File: src/rtl/hcp_frame_dispatch.sv
`default_nettype none
// ============================================================================
//  Module      : hcp_frame_dispatch
//  Description : Steers parsed HCP frames by ethertype to the decapsulation
//                port (TSMP) or the encapsulation port (ARP/PTP/NMAC report),
//                discards unknown types, truncates over-length frames and
//                keeps saturating per-class frame statistics.
//  Revision    : 1.0  initial release
// ============================================================================
module hcp_frame_dispatch #(
    parameter logic [15:0] TSMP_ETYPE = 16'hff01,
    parameter logic [15:0] ARP_ETYPE  = 16'h0806,
    parameter logic [15:0] PTP_ETYPE  = 16'h88f7,
    parameter logic [15:0] RPT_ETYPE  = 16'h1662,
    parameter logic [11:0] MAX_LEN    = 12'd2047
) (
    input  logic        i_clk,
    input  logic        i_rst,
    input  logic [8:0]  iv_data,
    input  logic [34:0] iv_descriptor,
    input  logic        i_data_wr,
    output logic [8:0]  ov_decap_data,
    output logic        o_decap_data_wr,
    output logic [8:0]  ov_encap_data,
    output logic [34:0] ov_encap_descriptor,
    output logic        o_encap_data_wr,
    output logic [15:0] ov_tsmp_cnt,
    output logic [15:0] ov_encap_cnt,
    output logic [15:0] ov_drop_cnt,
    output logic [15:0] ov_trunc_cnt,
    output logic [1:0]  ov_disp_state
);

    typedef enum logic [1:0] {
        ST_IDLE      = 2'd0,
        ST_FWD_DECAP = 2'd1,
        ST_FWD_ENCAP = 2'd2,
        ST_DISCARD   = 2'd3
    } state_t;

    localparam logic [15:0] C_CNT_MAX  = 16'hffff;
    localparam logic [11:0] C_LAST_IDX = MAX_LEN - 12'd1;

    state_t      state_q, state_d;
    logic [11:0] len_q, len_d;
    logic        trunc_q, trunc_d;
    logic [8:0]  decap_data_q, decap_data_d;
    logic        decap_wr_q, decap_wr_d;
    logic [8:0]  encap_data_q, encap_data_d;
    logic        encap_wr_q, encap_wr_d;
    logic [34:0] desc_q, desc_d;
    logic [15:0] tsmp_cnt_q, encap_cnt_q, drop_cnt_q, trunc_cnt_q;

    logic        tsmp_inc, encap_inc, drop_inc, trunc_inc;
    logic        w_flag;
    logic [15:0] w_etype;
    logic        w_encap_type;
    logic        w_at_limit;
    logic [8:0]  w_fwd_byte;

    assign w_flag       = iv_data[8];
    assign w_etype      = iv_descriptor[15:0];
    assign w_encap_type = (w_etype == ARP_ETYPE) || (w_etype == PTP_ETYPE) ||
                          (w_etype == RPT_ETYPE);
    // A non-tail byte at the last allowed position becomes a forced tail.
    assign w_at_limit   = !w_flag && (len_q == C_LAST_IDX);
    assign w_fwd_byte   = {w_flag | w_at_limit, iv_data[7:0]};

    // State register plus the single-cycle registered output stage.
    always_ff @(posedge i_clk or posedge i_rst) begin
        if (i_rst) begin
            state_q      <= ST_IDLE;
            len_q        <= 12'd0;
            trunc_q      <= 1'b0;
            decap_data_q <= 9'd0;
            decap_wr_q   <= 1'b0;
            encap_data_q <= 9'd0;
            encap_wr_q   <= 1'b0;
            desc_q       <= 35'd0;
        end else begin
            state_q      <= state_d;
            len_q        <= len_d;
            trunc_q      <= trunc_d;
            decap_data_q <= decap_data_d;
            decap_wr_q   <= decap_wr_d;
            encap_data_q <= encap_data_d;
            encap_wr_q   <= encap_wr_d;
            desc_q       <= desc_d;
        end
    end

    // Next-state, steering and statistic-increment decode.
    always_comb begin
        state_d      = state_q;
        len_d        = len_q;
        trunc_d      = trunc_q;
        decap_data_d = 9'd0;
        decap_wr_d   = 1'b0;
        encap_data_d = 9'd0;
        encap_wr_d   = 1'b0;
        desc_d       = desc_q;
        tsmp_inc     = 1'b0;
        encap_inc    = 1'b0;
        drop_inc     = 1'b0;
        trunc_inc    = 1'b0;

        case (state_q)
            ST_IDLE: begin
                // The descriptor from the previous frame is released here,
                // one cycle after its tail appeared at the output.
                desc_d = 35'd0;
                if (i_data_wr && w_flag) begin
                    len_d   = 12'd1;
                    trunc_d = 1'b0;
                    if (w_etype == TSMP_ETYPE) begin
                        state_d      = ST_FWD_DECAP;
                        decap_wr_d   = 1'b1;
                        decap_data_d = iv_data;
                    end else if (w_encap_type) begin
                        state_d      = ST_FWD_ENCAP;
                        encap_wr_d   = 1'b1;
                        encap_data_d = iv_data;
                        desc_d       = iv_descriptor;
                    end else begin
                        state_d = ST_DISCARD;
                    end
                end
            end

            ST_FWD_DECAP, ST_FWD_ENCAP: begin
                if (i_data_wr) begin
                    if (state_q == ST_FWD_DECAP) begin
                        decap_wr_d   = 1'b1;
                        decap_data_d = w_fwd_byte;
                    end else begin
                        encap_wr_d   = 1'b1;
                        encap_data_d = w_fwd_byte;
                    end
                    if (w_flag || w_at_limit) begin
                        tsmp_inc  = (state_q == ST_FWD_DECAP);
                        encap_inc = (state_q == ST_FWD_ENCAP);
                    end
                    if (w_flag) begin
                        state_d = ST_IDLE;
                    end else if (w_at_limit) begin
                        trunc_inc = 1'b1;
                        trunc_d   = 1'b1;
                        state_d   = ST_DISCARD;
                    end else begin
                        len_d = len_q + 12'd1;
                    end
                end
            end

            default: begin
                // Discard: covers unknown types and the tail end of a
                // truncated frame; only the former counts as a drop.
                desc_d = 35'd0;
                if (i_data_wr && w_flag) begin
                    state_d  = ST_IDLE;
                    drop_inc = !trunc_q;
                    trunc_d  = 1'b0;
                end
            end
        endcase
    end

    // Saturating per-class statistics.
    always_ff @(posedge i_clk or posedge i_rst) begin
        if (i_rst) begin
            tsmp_cnt_q  <= 16'd0;
            encap_cnt_q <= 16'd0;
            drop_cnt_q  <= 16'd0;
            trunc_cnt_q <= 16'd0;
        end else begin
            if (tsmp_inc && (tsmp_cnt_q != C_CNT_MAX)) begin
                tsmp_cnt_q <= tsmp_cnt_q + 16'd1;
            end
            if (encap_inc && (encap_cnt_q != C_CNT_MAX)) begin
                encap_cnt_q <= encap_cnt_q + 16'd1;
            end
            if (drop_inc && (drop_cnt_q != C_CNT_MAX)) begin
                drop_cnt_q <= drop_cnt_q + 16'd1;
            end
            if (trunc_inc && (trunc_cnt_q != C_CNT_MAX)) begin
                trunc_cnt_q <= trunc_cnt_q + 16'd1;
            end
        end
    end

    assign ov_decap_data       = decap_data_q;
    assign o_decap_data_wr     = decap_wr_q;
    assign ov_encap_data       = encap_data_q;
    assign o_encap_data_wr     = encap_wr_q;
    assign ov_encap_descriptor = desc_q;
    assign ov_tsmp_cnt         = tsmp_cnt_q;
    assign ov_encap_cnt        = encap_cnt_q;
    assign ov_drop_cnt         = drop_cnt_q;
    assign ov_trunc_cnt        = trunc_cnt_q;
    assign ov_disp_state       = state_q;

endmodule
`default_nettype wire

File: config.mk
export PLATFORM = sky130hd
export DESIGN_NAME = hcp_frame_dispatch
export DESIGN_NICKNAME = d
export VERILOG_FILES = /design/src/rtl/hcp_frame_dispatch.sv
export SDC_FILE = /design/constraint.sdc
export NUM_CORES = 1
export LEC_CHECK = 0
export CAP_MARGIN = 30
export CORE_UTILIZATION = 50
export CTS_BUF_LIST = sky130_fd_sc_hd__clkbuf_8 sky130_fd_sc_hd__clkbuf_16
export DETAILED_ROUTE_END_ITERATION = 6
export HOLD_SLACK_MARGIN = 0.12
export PLACE_DENSITY = 0.83
export SLEW_MARGIN = 20
export SYNTH_ARGS = -nofsm -noshare
export SYNTH_HDL_FRONTEND = slang
export SYNTH_SLANG_ARGS = --single-unit
File: constraint.sdc
create_clock -name i_clk -period 12.4 [get_ports i_clk]
set_input_delay 1.86 -clock i_clk [delete_from_list [all_inputs] [get_ports i_clk]]
set_output_delay 1.86 -clock i_clk [all_outputs]
set_load 0.02 [all_outputs]
==> flow_summary.toml <==
[flow_run]
maxCapViolations = 0

[place]
io_buffers = 167
hpwlAfterDp_um = 10070
place.gp.congestion = 0.9056

[floorplanning]
initial_utilization = 0.5165
die_y_um = 111.1
io-pin-count = 168
die_x_um = 111.1
core-area_mm2 = 0.01152
dieArea_mm2 = 0.01234
rows = 39

[status]
status = "finished with violations"
violations = "design-rule violations"

[synthesis]
synth_nets = 580
yosysSeqAreaShare = 0.5637
yosysWarnings = 0
ys_ff_latch = 134
yosysTopAreaCellShare = 0.5637
avgSynthCellArea_um2 = 11.37
synth_ff_type = "dfrtp_1"
synthDistinctLibCells = 50
synth_area_mm2 = 0.005948
postSynth.asyncResetShare = 1.000
synth_top_cell_by_area = "dfrtp_1"
synthTopCellsByArea = "dfrtp_1 56%, xnor2_1 5.3%, xor2_1 4.7%"
synth-edff-count = 0
synth_cells = 523

[worst_setup_path]
cp.required_ns = 12.74
r2r-start = "ov_disp_state[1]"
cp-start-kind = "input port"
rrSetupSlack_ns = 9.71
crit_path_end_kind = "flop"
arrival_ns = 4.30
r2r_cells = 7
worstSetupPathType = "in -> reg"
critPathLaunch = "i_data_wr"
r2r-end = "ov_tsmp_cnt[15]"
worstPathMaxFanout = 31

[drt]
drc = 14
drtAntennaViolNets = 0
dr.pass1.iters = 6
drt-total-wl_um = 14770
vias_per_cell = 5.666
dr_total_vias = 4822
wl_per_cell_um = 17.35
drt_iter0_drc = 438

[min_path]
holdCritPathClass = "reg -> reg"
min_to = "ov_encap_descriptor[14]"
worstHoldStart = "ov_encap_descriptor[14]"
hold_depth = 1

[sta]
finalCritPeriodShare = 0.3190
fmax_mhz = 252.8
hold_violations = 0
rsz0062_at_grt = "no"
holdWs_ns = 0.4873
report.final.slew_viol_count = 0
fin_setup_tns_ns = 0
relSlewSlack = 0.4519
finalSetupViolCount = 0
fin_skew_ns = 0.01000
period_needed_ns = 3.956
worst_pin_slew_ns = 0.8147

[power_and_ir_drop]
p_seq_frac = 0.394
clkPwrFrac = 0.387
p_comb_frac = 0.219
vdd_drop_max_v = 0.00008641
switchingPower_uw = 394.1
p_per_area_mw_per_mm2 = 153.5
swShare = 0.3070
intPower_uw = 889.6
power.leakage_nw = 3.719

[grt]
overflow = 0
grt_pass1_wl_um = 24720
grt_pass1_vias = 4935
grt_use_total = 0.2532
antenna_found_initial = 0
grt_max_degree = 77

[cts]
htreeDepth = 4
cts_tree = "built"
cts_hold_buf = 0
cts_root_buffer = "clkbuf_16"
cts_num_sinks = 134
clkLatencyLatePin_ns = 0.41
clockBufferDepth = 2
clk_pin_slew_ns = 0.06
cts_resized = 0
cts_made_buffers = 17
post_cts_buffers = 0

[finish]
drive_gt1_frac = 0.06921
final_cell_mix = "167 x clkdlybuf4s50_1, 134 x dfrtp_1, 38 x nand2_1"
layout_commonest_cell = "clkdlybuf4s50_1"
n_fill_cell = 771
diodes = 0
syn_to_final_growth_pct = 40.62
final_nets = 752
[worst max-delay path, stage by stage]
cell and delay (ns):
clkdlybuf4s50_1 0.78, nand3_1 0.19, nor2_1 0.58, o21a_2 0.65
a22o_1 0.23
[power by group through the flow]
stage / clock (mW) / combinational (mW) / sequential (mW)
floorplan: 0 / 0.121 / 0.546
global placement: 0 / 0.270 / 0.511
detailed placement: 0 / 0.279 / 0.513
CTS: 0.504 / 0.281 / 0.506
global route: 0.529 / 0.306 / 0.510
finish: 0.496 / 0.281 / 0.506
[registers in the layout, indices dropped and copies added (netlist names), 2 cells and up]
| register | flops |
|---|---|
| ov_encap_cnt | 16 |
| ov_drop_cnt | 16 |
| ov_tsmp_cnt | 16 |
| ov_trunc_cnt | 16 |
| ov_disp_state | 2 |
| ov_decap_data | 9 |
| ov_encap_descriptor | 35 |
| len_q | 12 |
| ov_encap_data | 9 |
[metal layers]
metal / wire length (µm) / global-route usage / vias to the layer above
met1: 6276 / 0.3176 / 2380
met4: 320 / 0.09550 / 0
met2: 7111 / 0.4046 / 188
met5: 0 / 0 / -
met3: 1056 / 0.08912 / 30
li1: - / - / 2224
[kinds of logic after synthesis]
family          after synthesis  synth area share
simple gates                218            0.2055
buf+inv                      26           0.01788
xor+xnor                     68            0.1001
mux                           5          0.009255
fa+ha+maj                    10           0.02103
compound gates               62           0.08246
flops                       134            0.5637
[Yosys cell counts, types with 5 or more instances]
cell / number
a21boi_0: 8
a21oi_1: 8
a22o_1: 30
and2_1: 13
and3_1: 15
and4_1: 6
clkbuf_1: 11
dfrtp_1: 134
ha_1: 10
inv_1: 9
nand2_1: 38
nand3_1: 32
nand4_1: 29
nor2_1: 36
nor3_1: 12
nor3b_1: 5
nor4_1: 7
xnor2_1: 36
xor2_1: 32
[cell type report]
class	instances	area [µm²]	area share
clock buffers	18	439.2	0.05251
clock inverters	14	152.6	0.01825
inverters	9	36.28	0.004338
multi-input cells	363	2490	0.2977
flip-flops and latches	134	3353	0.4009
well taps	143	178.9	0.02139
repair buffers	170	1714	0.2049
[worst max path at each step]
stage / endpoint / slack, ns
4_1_cts: ov_encap_descriptor[2] / 8.16
3_5_place_dp: ov_encap_descriptor[25] / 7.74
2_1_floorplan: len_q[0] / 6.96
5_1_grt: ov_encap_descriptor[31] / 8.26
6_report: ov_encap_descriptor[2] / 8.44
3_3_place_gp: ov_encap_descriptor[23] / 7.89
[through the flow]
step                      cells  total power [mW]  cell area [µm²]  setup slack (ns)    util
after floorplan             523            0.6665             5948             6.957       -
after global placement      818            0.7804             7744             7.887  0.6724
after detailed placement    818            0.7917             7744             7.736  0.6724
after CTS                   850             1.292             8335             8.158  0.7238
after global routing        851             1.345             8364             8.262  0.7263
final                       851             1.284             8364             8.445  0.7263
(Power assumes the default switching activity.)
